$ cat config.mk
export PLATFORM = sky130hd
export DESIGN_NAME = instruction_fetch_stage
export DESIGN_NICKNAME = d
export VERILOG_FILES = /design/src/rtl/instruction_fetch_stage_pkg.sv /design/src/rtl/instruction_fetch_stage_if_id_register.sv /design/src/rtl/instruction_fetch_stage.sv
export SDC_FILE = /design/constraint.sdc
export NUM_CORES = 1
export LEC_CHECK = 0
export ABC_CLOCK_PERIOD_IN_PS = 3300
export BUFFER_PORTS_ARGS = -buffer_cell sky130_fd_sc_hd__buf_4
export CAP_MARGIN = 15
export CORE_UTILIZATION = 48
export DETAILED_ROUTE_END_ITERATION = 16
export GPL_TIMING_DRIVEN = 0
export PLACE_DENSITY = 0.81
export SETUP_SLACK_MARGIN = 0.05
export SYNTH_ARGS = -nofsm -noshare
export SYNTH_HDL_FRONTEND = slang
export SYNTH_SLANG_ARGS = --single-unit
export TNS_END_PERCENT = 10
$ cat constraint.sdc
create_clock -name clk -period 3.3 [get_ports clk]
set_input_delay 0 -clock clk [delete_from_list [all_inputs] [get_ports clk]]
set_output_delay 0 -clock clk [all_outputs]
set_load 0.02 [all_outputs]
$ cat src/rtl/instruction_fetch_stage_pkg.sv
// instruction_fetch_stage_pkg
//    Shared pipeline constants for the fetch stage and the later stage registers.
//    Also holds the IF/ID update-action encoding and the function that picks the
//    action. The if_id_register sub-module uses both.
//    No ports.
package instruction_fetch_stage_pkg;

   localparam int          DEF_XLEN      = 64;
   localparam int          INSTR_W       = 32;
   localparam logic [63:0] DEF_RESET_PC  = 64'h0;
   localparam logic [31:0] DEF_NOP_INSTR = 32'h0000_0013;   // addi x0,x0,0

   typedef enum logic [1:0] {
      IFID_BUBBLE = 2'd0,
      IFID_HOLD   = 2'd1,
      IFID_LOAD   = 2'd2
   } ifid_action_t;

   // Flush beats stall. A cycle with no valid fetch inserts a bubble.
   function automatic ifid_action_t ifid_action(input logic flush,
                                                input logic stall,
                                                input logic fetch_valid);
      if (flush)
         return IFID_BUBBLE;
      else if (stall)
         return IFID_HOLD;
      else if (fetch_valid)
         return IFID_LOAD;
      else
         return IFID_BUBBLE;
   endfunction

endpackage

$ cat src/rtl/instruction_fetch_stage_if_id_register.sv
// if_id_register
//    IF/ID pipeline register. It applies the flush/stall/load/bubble priority and
//    loads the reset values on a synchronous reset.
//    Ports:
//       clk, reset          rising-edge clock, synchronous active-high reset
//       flush, stall        squash / hold requests
//       fetch_valid         fetched instruction valid this cycle
//       fetch_pc            PC of the fetched instruction
//       fetch_instr         fetched instruction word
//       ifid_pc             registered PC
//       ifid_instr          registered instruction
//       ifid_valid          registered valid (0 = bubble)
module if_id_register
   import instruction_fetch_stage_pkg::*;
#(
   parameter int              XLEN      = DEF_XLEN,
   parameter logic [31:0]     NOP_INSTR = DEF_NOP_INSTR
) (
   input  logic                clk,
   input  logic                reset,
   input  logic                flush,
   input  logic                stall,
   input  logic                fetch_valid,
   input  logic [XLEN-1:0]     fetch_pc,
   input  logic [INSTR_W-1:0]  fetch_instr,
   output logic [XLEN-1:0]     ifid_pc,
   output logic [INSTR_W-1:0]  ifid_instr,
   output logic                ifid_valid
);

   ifid_action_t action;

   assign action = ifid_action(flush, stall, fetch_valid);

   always_ff @(posedge clk) begin
      if (reset) begin
         ifid_pc    <= '0;
         ifid_instr <= NOP_INSTR;
         ifid_valid <= 1'b0;
      end else begin
         case (action)
            IFID_LOAD: begin
               ifid_pc    <= fetch_pc;
               ifid_instr <= fetch_instr;
               ifid_valid <= 1'b1;
            end
            IFID_HOLD: begin
               ifid_pc    <= ifid_pc;
               ifid_instr <= ifid_instr;
               ifid_valid <= ifid_valid;
            end
            default: begin
               // A bubble never captures fetch_instr, so an X on the imem bus
               // while fetch_valid is low cannot reach ID.
               ifid_pc    <= '0;
               ifid_instr <= NOP_INSTR;
               ifid_valid <= 1'b0;
            end
         endcase
      end
   end

endmodule

$ cat src/rtl/instruction_fetch_stage.sv
// instruction_fetch_stage
//    IF stage. It holds the PC register and the next-PC select, fetches through
//    a valid-qualified instruction-memory port and feeds the IF/ID register.
//    Ports:
//       clk, reset          rising-edge clock, synchronous active-high reset
//       switch_branch       redirect PC to branch_target (word aligned)
//       Flush               bubble the IF/ID register this edge
//       branch_target       resolved branch target from EX
//       stall               hold PC and IF/ID
//       imem_addr           fetch address, equal to pc combinationally
//       imem_rdata          instruction at imem_addr
//       imem_valid          imem_rdata valid this cycle
//       pc_if               current PC
//       ifid_pc             PC of the instruction in IF/ID
//       ifid_instr          instruction in IF/ID
//       ifid_valid          IF/ID holds a real instruction
module instruction_fetch_stage
   import instruction_fetch_stage_pkg::*;
#(
   parameter int              XLEN      = DEF_XLEN,
   parameter logic [XLEN-1:0] RESET_PC  = DEF_RESET_PC[XLEN-1:0],
   parameter logic [31:0]     NOP_INSTR = DEF_NOP_INSTR
) (
   input  logic                clk,
   input  logic                reset,
   input  logic                switch_branch,
   input  logic                Flush,
   input  logic [XLEN-1:0]     branch_target,
   input  logic                stall,
   output logic [XLEN-1:0]     imem_addr,
   input  logic [INSTR_W-1:0]  imem_rdata,
   input  logic                imem_valid,
   output logic [XLEN-1:0]     pc_if,
   output logic [XLEN-1:0]     ifid_pc,
   output logic [INSTR_W-1:0]  ifid_instr,
   output logic                ifid_valid
);

   localparam logic [XLEN-1:0] PC_STEP = XLEN'(4);

   logic [XLEN-1:0] pc;
   logic [XLEN-1:0] pc_next;

   // A branch redirect wins over stall. A missing fetch retries the same
   // address. The increment wraps silently at the top of the address space.
   always_comb begin
      pc_next = pc;
      if (switch_branch)
         pc_next = {branch_target[XLEN-1:2], 2'b00};
      else if (!stall && imem_valid)
         pc_next = pc + PC_STEP;
   end

   always_ff @(posedge clk) begin
      if (reset)
         pc <= RESET_PC;
      else
         pc <= pc_next;
   end

   assign imem_addr = pc;
   assign pc_if     = pc;

   if_id_register #(
      .XLEN      (XLEN),
      .NOP_INSTR (NOP_INSTR)
   ) u_if_id_register (
      .clk         (clk),
      .reset       (reset),
      .flush       (Flush),
      .stall       (stall),
      .fetch_valid (imem_valid),
      .fetch_pc    (pc),
      .fetch_instr (imem_rdata),
      .ifid_pc     (ifid_pc),
      .ifid_instr  (ifid_instr),
      .ifid_valid  (ifid_valid)
   );

endmodule

# Word level (Yosys, flattened, before mapping)
# Cells that the tools add are included.
# op_classes
n_reduce_logical,4
n_eq_ne,2
n_addsub,1
mux,8
# ops
cell,n
64-bit two-way mux,2
64-bit one-hot mux with 2 select lines,1
"64-bit by 3-bit adder with 64-bit output, second input constant",1
32-bit one-hot mux with 2 select lines,1
2-bit two-way mux,3
"2-bit by 1-bit equality test with 1-bit output, second input constant",1
"2-bit equality test, second input constant",1
1-bit one-hot mux with 2 select lines,1
2-bit nonzero test,1
2-bit OR reduction,1
1-bit logical AND,1
1-bit logical NOT,1
# word_totals
register_bits,161
in_bits,102
wordCells,20
output_inout_bits,225

# Longest topological paths before layout
# depth
depth_word,5
mapped_depth,8
depth_no_buf,6

# Cells and area by module
# From an unflattened synthesis, not the netlist that was laid out.
# unflattened
cells_unflattened,978
area_unflattened_um2,8433.1
# modules_own_cells
module,seq_area_each_um2,area_each_um2,instances,cells_each
instruction_fetch_stage,1241.2,4367.9,1,546
if_id_register,1941.9,4065.1,1,432

# Worst setup path after synthesis
# Ideal clock, no wire load.
# synth_timing
path_kind,register -> register
startpoint,"reg pc[2], in the netlist imem_addr[2]"
endpoint,"reg pc[52], in the netlist imem_addr[52]"
stages_incl_launch_ff,8
setup_ns,0.091
period_less_slack_ns,2.653
required_time_ns,3.209
arrival_time_ns,2.562
slack_ns,0.647
cell_sequence,dfxtp_1 ha_1 and4b_1 nand4_4 or4_1 clkbuf_1 or4_1 a311oi_1
# synth_between
elab_chain_len,3
# synth_lines
item,line_no,text
start: declaration,instruction_fetch_stage.sv:41,logic [XLEN-1:0] pc;
start signal: assignment,instruction_fetch_stage.sv:58,pc <= pc_next;
64-bit by 3-bit adder with 64-bit output,instruction_fetch_stage.sv:51,pc_next = pc + PC_STEP;
64-bit two-way mux,instruction_fetch_stage.sv:50,else if (!stall && imem_valid)
64-bit two-way mux,instruction_fetch_stage.sv:48,if (switch_branch)
# Every way passes these cells. The select of a mux whose other input is x is not followed.
# A chain may end at the register's enable or synchronous reset.

# Worst setup path in the final report
# layout_timing
startpoint,"reg pc[2], in the netlist imem_addr[2]"
endpoint,"reg pc[62], in the netlist imem_addr[62]"
# Same word-level chain as after synthesis.

==> flow_summary.yaml <==
outcome:
  status: "complete, no violations"
route:
  vias: 8492
  ant_nets: 0
  vias_per_cell: 5.669
  drtIter0Drc: 594
  drc_errors: 0
  wl_mm: 27.93
  dr.pass1.iters: 6
  wl_per_cell_um: 18.64
sta:
  finalSetupViolCount: 0
  fmax_mhz: 329.4
  timing.setup.tns_ps: 0
  whs_ps: 35.58
  layout_setup_ws_ps: 263.9
  final-hold-violation-count: 0
  rsz0062_at_grt: "no"
  fin_crit_sh: 0.9200
  relSlewSlack: 0.3937
  clock_skew_ps: 8.115
  min_period_ps: 3036
  slew_violations: 0
  worst_slew_pin_slew_ps: 909.5
pwr:
  power_density_nw_per_um2: 430.6
  power_frac_comb: 0.180
  total_power_mw: 4.989
  seq_power_share: 0.420
  internal_power_mw: 3.599
  p_sw_mw: 1.389
  p_leak_nw: 4.893
  switching_share: 0.2785
  pwr-share-clk: 0.400
  peakVddDrop_v: 0.0003313
global_routing:
  track_usage: 0.3435
  grt_pass1_wl_mm: 43.11
  grt_max_degree: 17
  grt_antenna_before_repair: 0
  grt_pass1_vias: 8039
  grt-ovfl-total: 0
placed_design:
  io_buffers: 317
  place_area_um2: 10010
  place_congestion: 0.8817
  dp_hpwl_mm: 18.78
  pre_cts_ws_ps: 337.6
  dp_cells: 1369
synth:
  yosysSeqAreaShare: 0.4262
  synth.most_common_cell: "dfxtp_1"
  synthTopCellsByArea: "dfxtp_1, a22oi_1, nor2_1, buf_4, xnor2_1"
  async_flop_share: 0
  synth_warnings: 0
  ys_types: 49
  yosysTopAreaCellShare: 0.4262
  synth_top_flop_cell: "dfxtp_1"
  yosysTopAreaCell: "dfxtp_1"
  synth_area_um2: 7375
  synthTopCellsByCount: "dfxtp_1, nor2_1, a22oi_1"
  synth_edf_count: 0
  synth_area_per_cell_um2: 8.555
  synthCells: 862
  ys_seq_elements: 157
cts:
  postCtsSetupBuffers: 0
  path_clk_slew_ps: 60
  clkLatencyLatePin_ps: 430
  cts_tree: "yes"
  numCtsBuffers: 17
  postCtsHoldBufs: 97
  cts_resized: 0
  clkSinkCount: 157
  cts.path.max_buffers: 2
  cts_root_buf: "clkbuf_16"
  cts-htree-levels: 4
floorplanning:
  io_pins: 327
  die_y_um: 126.0
  core_um2: 14750
  die_x_um: 126.0
  dieArea_um2: 15860
  row_count: 44
  initial_core_util: 0.4998
layout:
  fin_area_um2: 11580
  post-route-util: 0.7852
  diodes: 0
  final_cells: 1498
  register_area_um2: 3143
  nFillCells: 1005
  multiInputGateArea_um2: 3377
  drive_gt1_frac: 0.3364
  final_nets: 1404
  syn2layout_area_growth_pct: 57.09
critical_path:
  start_kind: "register"
  max_stage_delay_ps: 560
  crit_fanout: 8
  criticalPathCategory: "register to register"
  endpoint_kind: "register"
  path_common_cell: "or4_1"
  critPathSlowestCell: "or4_1"
  crit_chain: "ha_1, and4b_1, nand4_4, or4_1, clkbuf_1, or4_1, a311oi_1"
  cp.required_ps: 3630
  cp.arrival_ps: 3370
job:
  drv_cap: 0
min_path:
  hold_path_class: "input pin to register"
## cells in the final DEF (no fill, tap or decap), drive strengths merged, types with 2 or more instances in the layout
| cell type | count |
|---|---|
| and4 | 11 |
| and2 | 2 |
| conb | 6 |
| a211oi | 27 |
| xnor2 | 30 |
| nor2b | 2 |
| buf | 395 |
| inv | 18 |
| nand2 | 37 |
| nor2 | 155 |
| nor4 | 19 |
| and3 | 4 |
| nand4 | 24 |
| bufinv | 2 |
| clkinv | 3 |
| clkinvlp | 3 |
| a311oi | 20 |
| o31ai | 10 |
| dfxtp | 157 |
| clkbuf | 75 |
| nand3 | 27 |
| o22ai | 3 |
| a22oi | 91 |
| a2111oi | 2 |
| dlygate4sd1 | 3 |
| or4 | 16 |
| or3 | 12 |
| nand2b | 6 |
| o311a | 2 |
| dlygate4sd3 | 97 |
| xor2 | 3 |
| a21oi | 14 |
| nor3b | 5 |
| o21ai | 13 |
| mux2i | 4 |
| nor3 | 9 |
## power by group through the flow
stage               registers, mW  logic [mW]  clock network, mW
floorplan                    2.18       0.356                  0
global placement             2.13       0.771                  0
detailed placement           2.13       0.781                  0
CTS                          2.09       0.883               2.00
global route                 2.10       0.947               2.09
finish                       2.09       0.900               1.99
## cells by family after synthesis
family | Yosys count | share of synthesized area
multiplexers | 4 | 0.005429
other | 1 | 0.0005085
flip-flops | 157 | 0.4262
buffers and inverters | 149 | 0.1184
adder cells (fa/ha/maj) | 1 | 0.001696
AO/OA/AOI/OAI | 185 | 0.1837
AND/OR/NAND/NOR | 332 | 0.2248
XOR/XNOR | 33 | 0.03919
## sequential cells by signal, summed over array words and instances, names as in the netlist
register	cells
u_if_id_register.ifid_pc	62
u_if_id_register.ifid_instr	32
imem_addr	62
u_if_id_register.ifid_valid	1
## final cells by class
class / instances / area share
clock inverter: 12 / 0.01145
multi-input combinational: 561 / 0.2915
timing repair buffer: 415 / 0.2902
inverter: 14 / 0.004536
tap: 184 / 0.01987
sequential: 157 / 0.2713
buffer: 135 / 0.07085
clock buffer: 20 / 0.04029
## worst paths after layout
kind | startpoint | endpoint | slack (ps) | cells past startpoint
setup / recovery | imem_addr[2] | imem_addr[62] | 260 | 7
hold / removal | switch_branch | imem_addr[60] | 40 | 4
setup reg to reg | imem_addr[2] | imem_addr[62] | 260 | 7
hold reg to reg | u_if_id_register.ifid_valid | u_if_id_register.ifid_valid | 470 | 2
## per-layer routing
layer	share of wire	global-route usage	routed length (um)	vias up
li1	-	-	-	3932
met3	0.085	0.08496	2386	68
met5	0	0	0	-
met2	0.49	0.5990	13820	466
met1	0.39	0.4091	10960	4026
met4	0.027	0.1226	763	0
## critical path, delay by kind of cell (launching register included)
| family | cells | cell delay, ps |
|---|---|---|
| AND/OR/NAND/NOR | 4 | 1650 |
| flip-flops | 1 | 540 |
| AO/OA/AOI/OAI | 1 | 260 |
| adder cells (fa/ha/maj) | 1 | 250 |
| buffers and inverters | 1 | 240 |
No activity file was read; power rests on OpenSTA's default activity.
